File: src/rtl/gray_to_bin_seq_pkg.sv
// Shared definitions for the sequential Gray-to-binary decoder.
package gray_to_bin_seq_pkg;

    localparam int unsigned GRAY_W_DEFAULT = 4;

    typedef enum logic [1:0] {
        ST_IDLE  = 2'd0,
        ST_SHIFT = 2'd1,
        ST_DONE  = 2'd2
    } state_e;

endpackage

File: src/rtl/gray_to_bin_seq_step_chk.sv
// Combinational test: are two Gray words exactly one bit apart?
// Compiled only when GRAY_STEP_CHK_EN is defined.
`ifdef GRAY_STEP_CHK_EN
module gray_to_bin_seq_step_chk #(
    parameter int unsigned WIDTH = 4
) (
    input  logic [WIDTH-1:0] a,
    input  logic [WIDTH-1:0] b,
    output logic             step_c
);

    logic [WIDTH-1:0] diff;

    // Exactly one differing bit <=> diff is a non-zero power of two.
    always_comb begin
        diff   = a ^ b;
        step_c = (diff != '0) && ((diff & (diff - WIDTH'(1))) == '0);
    end

endmodule
`endif

File: src/rtl/gray_to_bin_seq.sv
// Sequential Gray-to-binary decoder: accepts one Gray word per handshake,
// resolves it MSB-first one bit per clock, returns the binary word on a
// second handshake.
// Optional: define GRAY_STEP_CHK_EN to add step_err, which flags a Hamming
// distance other than one between consecutive accepted words.
module gray_to_bin_seq
    import gray_to_bin_seq_pkg::*;
#(
    parameter int unsigned WIDTH = GRAY_W_DEFAULT
) (
    input  logic             clk,
    input  logic             rst_n,
    input  logic             in_valid,
    output logic             in_ready,
    input  logic [WIDTH-1:0] in_gray,
    output logic             out_valid,
    input  logic             out_ready,
    output logic [WIDTH-1:0] out_bin,
    output logic             busy
`ifdef GRAY_STEP_CHK_EN
    ,
    output logic             step_err
`endif
);

    localparam int unsigned K_W = $clog2(WIDTH) + 1;

    state_e           state, state_n;
    logic [WIDTH-1:0] g_reg, g_n;
    logic [WIDTH-1:0] acc, acc_n;
    logic [WIDTH:0]   acc_ext;
    logic [WIDTH-1:0] sel;
    logic [K_W-1:0]   k, k_n;
    logic [WIDTH-1:0] out_bin_n;
    logic             in_ready_n;
    logic             out_valid_n;
    logic             busy_n;

`ifdef GRAY_STEP_CHK_EN
    logic [WIDTH-1:0] prev_gray, prev_n;
    logic             have_prev, have_prev_n;
    logic             step_err_n;
    logic             step_ok_c;

    gray_to_bin_seq_step_chk #(.WIDTH(WIDTH)) u_step_chk (
        .a      (g_reg),
        .b      (prev_gray),
        .step_c (step_ok_c)
    );
`endif

    // Next-state, datapath and registered-output decode.
    always_comb begin
        state_n   = state;
        g_n       = g_reg;
        acc_n     = acc;
        k_n       = k;
        out_bin_n = out_bin;
        acc_ext   = {1'b0, acc};
        sel       = WIDTH'(1) << k;
`ifdef GRAY_STEP_CHK_EN
        prev_n      = prev_gray;
        have_prev_n = have_prev;
        step_err_n  = step_err;
`endif

        case (state)
            ST_IDLE: begin
                if (in_valid && in_ready) begin
                    g_n     = in_gray;
                    acc_n   = '0;
                    k_n     = K_W'(WIDTH - 1);
                    state_n = ST_SHIFT;
                end
            end
            ST_SHIFT: begin
                // Bits below k are still zero, so OR-ing in bit k is exact.
                acc_n = acc | (sel & (acc_ext[WIDTH:1] ^ g_reg));
                if (k == '0) begin
                    state_n   = ST_DONE;
                    out_bin_n = acc_n;
`ifdef GRAY_STEP_CHK_EN
                    step_err_n  = have_prev && !step_ok_c;
                    prev_n      = g_reg;
                    have_prev_n = 1'b1;
`endif
                end else begin
                    k_n = k - K_W'(1);
                end
            end
            ST_DONE: begin
                if (out_ready) begin
                    state_n = ST_IDLE;
`ifdef GRAY_STEP_CHK_EN
                    step_err_n = 1'b0;
`endif
                end
            end
            default: begin
                state_n = ST_IDLE;
`ifdef GRAY_STEP_CHK_EN
                step_err_n = 1'b0;
`endif
            end
        endcase

        in_ready_n  = (state_n == ST_IDLE);
        out_valid_n = (state_n == ST_DONE);
        busy_n      = (state_n != ST_IDLE);
    end

    // State and datapath registers.
    always_ff @(posedge clk or negedge rst_n) begin
        if (!rst_n) begin
            state     <= ST_IDLE;
            g_reg     <= '0;
            acc       <= '0;
            k         <= '0;
            out_bin   <= '0;
            in_ready  <= 1'b1;
            out_valid <= 1'b0;
            busy      <= 1'b0;
`ifdef GRAY_STEP_CHK_EN
            prev_gray <= '0;
            have_prev <= 1'b0;
            step_err  <= 1'b0;
`endif
        end else begin
            state     <= state_n;
            g_reg     <= g_n;
            acc       <= acc_n;
            k         <= k_n;
            out_bin   <= out_bin_n;
            in_ready  <= in_ready_n;
            out_valid <= out_valid_n;
            busy      <= busy_n;
`ifdef GRAY_STEP_CHK_EN
            prev_gray <= prev_n;
            have_prev <= have_prev_n;
            step_err  <= step_err_n;
`endif
        end
    end

endmodule

File: config.mk
export PLATFORM = sky130hd
export DESIGN_NAME = gray_to_bin_seq
export DESIGN_NICKNAME = d
export VERILOG_FILES = /design/src/rtl/gray_to_bin_seq_pkg.sv /design/src/rtl/gray_to_bin_seq_step_chk.sv /design/src/rtl/gray_to_bin_seq.sv
export SDC_FILE = /design/constraint.sdc
export NUM_CORES = 1
export LEC_CHECK = 0
export CAP_MARGIN = 25
export CORE_ASPECT_RATIO = 0.9
export CORE_UTILIZATION = 53
export DETAILED_ROUTE_END_ITERATION = 6
export DONT_BUFFER_PORTS = 1
export PLACE_DENSITY = 0.67
export SETUP_SLACK_MARGIN = 0.2
export SLEW_MARGIN = 10
export SYNTH_ARGS = -nofsm -noshare
export SYNTH_HDL_FRONTEND = slang
export SYNTH_SLANG_ARGS = --single-unit
File: constraint.sdc
create_clock -name clk -period 1.3 [get_ports clk]
set_input_delay 0.195 -clock clk [delete_from_list [all_inputs] [get_ports clk]]
set_output_delay 0.195 -clock clk [all_outputs]
set_load 0.01 [all_outputs]
## After elaboration in Yosys (flattened, before gate mapping)

Cells that the tools add are included.

- $add $sub $neg: 1
- Equality and inequality tests: 5
- Shifts and indexed selects: 1
- Multiplexer cells: 9
- Bitwise gates (word level): 3
- Reductions and logical operators: 10

Operator list:

| cell | count |
|---|---|
| 4-bit case mux with 2 select lines | 1 |
| 2-bit 2-to-1 mux | 3 |
| 3-bit 2-to-1 mux | 2 |
| 2-bit case mux with 3 select lines | 1 |
| 3-bit case mux with 2 select lines | 1 |
| 2-bit AND reduction | 3 |
| 4-bit bitwise AND | 1 |
| 2-bit equality test (second input constant) | 2 |
| 2-bit zero test | 2 |
| 4-bit 2-to-1 mux | 1 |
| 2-bit inequality test (second input constant) | 2 |
| 4-bit OR | 1 |
| 2-bit nonzero test | 2 |
| 1-bit by 3-bit << shifter with 4-bit output (first input constant) | 1 |
| 3-bit by 4-bit XOR with 4-bit output | 1 |
| 3-bit zero test | 1 |
| 3-bit AND reduction | 1 |
| 3-bit by 1-bit subtractor with 3-bit output (second input constant) | 1 |
| 2-bit by 1-bit equality test with 1-bit output (second input constant) | 1 |
| 1-bit logical AND | 1 |

- Register bits after elaboration: 20
- Bits of input ports: 8
- Output and inout port bits: 7
- Logic and storage cells: 37

## Depth between registers and ports, before layout

- Depth after elaboration: 4
- Mapped depth: 6

## Worst setup path after synthesis

Ideal clock, no wire load.

- Path kind: register -> register
- Start: register k[0]
- End: register acc[0]
- Setup time: 119 ps
- Arrival: 1262 ps
- Slack: -81 ps
- Cell stages (with the launch flop): 7
- Clock period less this slack: 1381 ps
- Cells stage by stage: dfrtp_1 inv_1 ha_1 and4bb_1 buf_6 a21o_1 and2_1

- Cells in the longest elaborated chain, start to end: 4

RTL lines:

| item | RTL line | source |
|---|---|---|
| start, declared | gray_to_bin_seq.sv:33 | `logic [K_W-1:0] k, k_n;` |
| start signal, assigned | gray_to_bin_seq.sv:132 | `k <= k_n;` |
| 1-bit by 3-bit << shifter with 4-bit output | gray_to_bin_seq.sv:60 | `sel = WIDTH'(1) << k;` |
| 4-bit bitwise AND | gray_to_bin_seq.sv:78 | `acc_n = acc \| (sel & (acc_ext[WIDTH:1] ^ g_reg));` |
| 4-bit OR | gray_to_bin_seq.sv:78 |  |
| 4-bit case mux with 2 select lines | gray_to_bin_seq.sv:67 | `case (state)` |
| end signal, assigned | gray_to_bin_seq.sv:131 | `acc <= acc_n;` |
| end, declared | gray_to_bin_seq.sv:30 | `logic [WIDTH-1:0] acc, acc_n;` |

Every way passes these cells.
A chain may end at the register's enable or synchronous reset.

## Worst setup path in the final report

- Start: register state[0]
- End: register acc[3]

- Cells in the longest elaborated chain, start to end: 3

RTL lines:

| item | RTL line | source |
|---|---|---|
| start, declared | gray_to_bin_seq.sv:28 | `state_e state, state_n;` |
| start signal, assigned | gray_to_bin_seq.sv:129 | `state <= state_n;` |
| 2-bit by 1-bit equality test with 1-bit output or 2-bit zero test (tied branches) | gray_to_bin_seq.sv:67 |  |
| 2-bit nonzero test (no line) or 2-bit inequality test (tied branches) | n/a |  |
| 2-bit AND reduction (no line) | n/a |  |

Several ways; a longest one is shown, not always the timed one.

==> metrics.txt <==
status finished clean; worst-margin pin slew approximately 0.91 ns; max_slew headroom 0.391; Die Width about 46 um; CORE AREA around 1500 um^2; Num CTS Buffers 3; post-route clock period utilization 0.997; skew final ~0.0011 ns; share of layout cells above drive strength 1 0.505; fin util 0.813; clk root buf clkbuf_4; clock sink count 20; die height a little over 40 um; Rows 13; Synth Area per Inst approximately 12 um^2; Top Family by Delay on Critical Path flip-flops; Final setup viols 0; PortBufs 0; Setup CP Type register to register; Syn. warnings 0; global-route wire length before repair ~2800 um; Post-Place Cells between 100 and 150; vias in the first global route just over 600; vias per std cell approximately 5.4; Tmin final 1.30 ns; Syn Nets 89; placed inst area 1010 um^2; via count between 600 and 700; residual DRC count 0; critical path cell sequence nand4bb_4 > buf_12 > buf_16 > a21oi_2 > nor2_1; Crit. End Element register; post-place setup slack between 0.015 and 0.02 ns; TritonCTS clock tree done; largest net degree at the start of global routing 21; Yosys reg bits 20; clk slew on worst S/H paths about 0.11 ns; hpwl dp 1140 um; M2 GR Usage 0.393; cell count after synthesis 76; RSZ-0062 raised after global routing true; routed wire length roughly 1800 um; post-synth top area cell dfrtp_1; Post-Layout Inst Area between 1000 and 1500 um^2; Clock Path Buffers 2; Area Overhead vs Synth 36.9%; Routability Congestion 0.745; drt wl/cell ~15 um; Initial Util 0.594; Final Max Tran Viols 0; GRT Util Overall 0.236; number of flops mapped to enable cells by yosys 0; die footprint approximately 1900 um^2; Sum Neg Setup Slack 0 ns; fmax approximately 770 MHz; commonest register cell after synthesis dfrtp_1; met3 usage 0.0793; multi-input logic area 482 um^2; fin cells roughly 120; slowest stage cell, crit path dfrtp_1; commonest cells after routing, fill and taps aside 19 x dfrtp_1, 9 x buf_4, 5 x a21oi_2; H-tree depth 1; ranking of synthesized cells by area dfrtp_1 52%, ha_1 6.9%, mux2_4 6.6%; Seq/Total Area, Yosys 0.552; Iteration-0 DRC Markers 22; Seq. cell area about 500 um^2; MaxCap Viol Count 0; M1 GR Usage 0.281; I/O pins 15; post-route worst setup slack 0.00365 ns; GRT busiest layer met2; most common cell after layout, fill and taps aside dfrtp_1; Critical Path RT ~1.5 ns; Post-synth ARST share 1.00; Max FO, Critical Path 5; peak supply drop approximately 1600 uV; Post-Syn Area slightly above 900 um^2; synth unique cells 27; clock insertion delay at the later pin of the skew report about 0.3 ns; 1st-pass router iterations 3; CP max stage delay between 0.4 and 0.5 ns; WP data arrival 1.50 ns; initial antenna violation count 0; CP Buf/Inv Count 2; final hold vios 0; critical path launch point type register; HP Class input pin to register; Detail Route Antenna Nets 0; Final #Nets roughly 110; P_leak roughly 0.00059 uW; n_diodes 0; Fill cells ~100; Remaining Overflow, GRT 0; P per Cell Area 2610 nW/um^2; share of the synthesized area in the top cell type 0.523
## per-stage QoR
step                hold WS (ns)  total power (uW)
floorplan                 -0.101              2010
global placement          -0.100              2290
detailed placement        -0.100              2340
CTS                       0.0216              2990
global route              0.0109              3470
finish                    0.0278              3250
## routing by layer
metal | share of wire | vias up
li1 | - | 292
met5 | 0 | -
met4 | 0.014 | 0
met2 | 0.50 | 15
met1 | 0.44 | 306
met3 | 0.042 | 4
## timing repair
action                     in CTS  in global routing
buffers inserted                3                  3
cloned                          1                  0
setup endpoints to repair      19                 38
hold endpoints to repair       20                  0
pin swaps                       2                  4
hold buffers                    1                  0
resized for setup              10                 13
## cell usage after synthesis (2+ instances only)
library cell,instances
dfrtp_1,19
nor2_1,8
a21oi_1,7
ha_1,5
mux2_4,4
a31oi_1,3
inv_1,3
nand3_1,3
xor2_1,3
nand2b_1,2
o21a_1,2
o21ai_0,2
## layout make-up
| type | instances | share of cell area |
|---|---|---|
| inverter | 4 | 0.0121 |
| timing repair buffer | 16 | 0.146 |
| tap | 22 | 0.0221 |
| clock buffer | 4 | 0.0292 |
| multi-input combinational | 49 | 0.387 |
| sequential | 20 | 0.403 |
## path summary, 6_finish.rpt
path,startpoint,to,slack (ns),depth (start not counted)
setup / recovery,state[0]$_DFF_PN0_,acc[3]$_DFFE_PN0P_,0.004,5
setup reg to reg,state[0]$_DFF_PN0_,acc[3]$_DFFE_PN0P_,0.004,5
min in group asynchronous,rst_n,state[1]$_DFF_PN0_,0.08,1
hold / removal,in_gray[1],g_reg[1]$_DFFE_PN0P_,0.03,1
hold reg to reg,g_reg[0]$_DFFE_PN0P_,g_reg[0]$_DFFE_PN0P_,0.55,1
max in group asynchronous,rst_n,g_reg[0]$_DFFE_PN0P_,0.67,1
## report_power, final
| part | switching [uW] | leakage (uW) | total, uW | internal [uW] |
|---|---|---|---|---|
| sequential | 314 | 0.000244 | 1240 | 929 |
| clock | 193 | 0.0000210 | 364 | 171 |
| combinational | 689 | 0.000324 | 1640 | 949 |
## cells by family (layout without fill, tap and decap cells)
| family | after synthesis | in the layout | share of synthesized area |
|---|---|---|---|
| AO/OA/AOI/OAI | 16 | 16 | 0.106 |
| XOR/XNOR | 3 | 3 | 0.0289 |
| adder cells (fa/ha/maj) | 5 | 5 | 0.0689 |
| buffers and inverters | 7 | 24 | 0.0427 |
| flip-flops | 20 | 20 | 0.552 |
| multiplexers | 5 | 5 | 0.0771 |
| AND/OR/NAND/NOR | 20 | 20 | 0.124 |
Power figures use the tool's default switching activity.
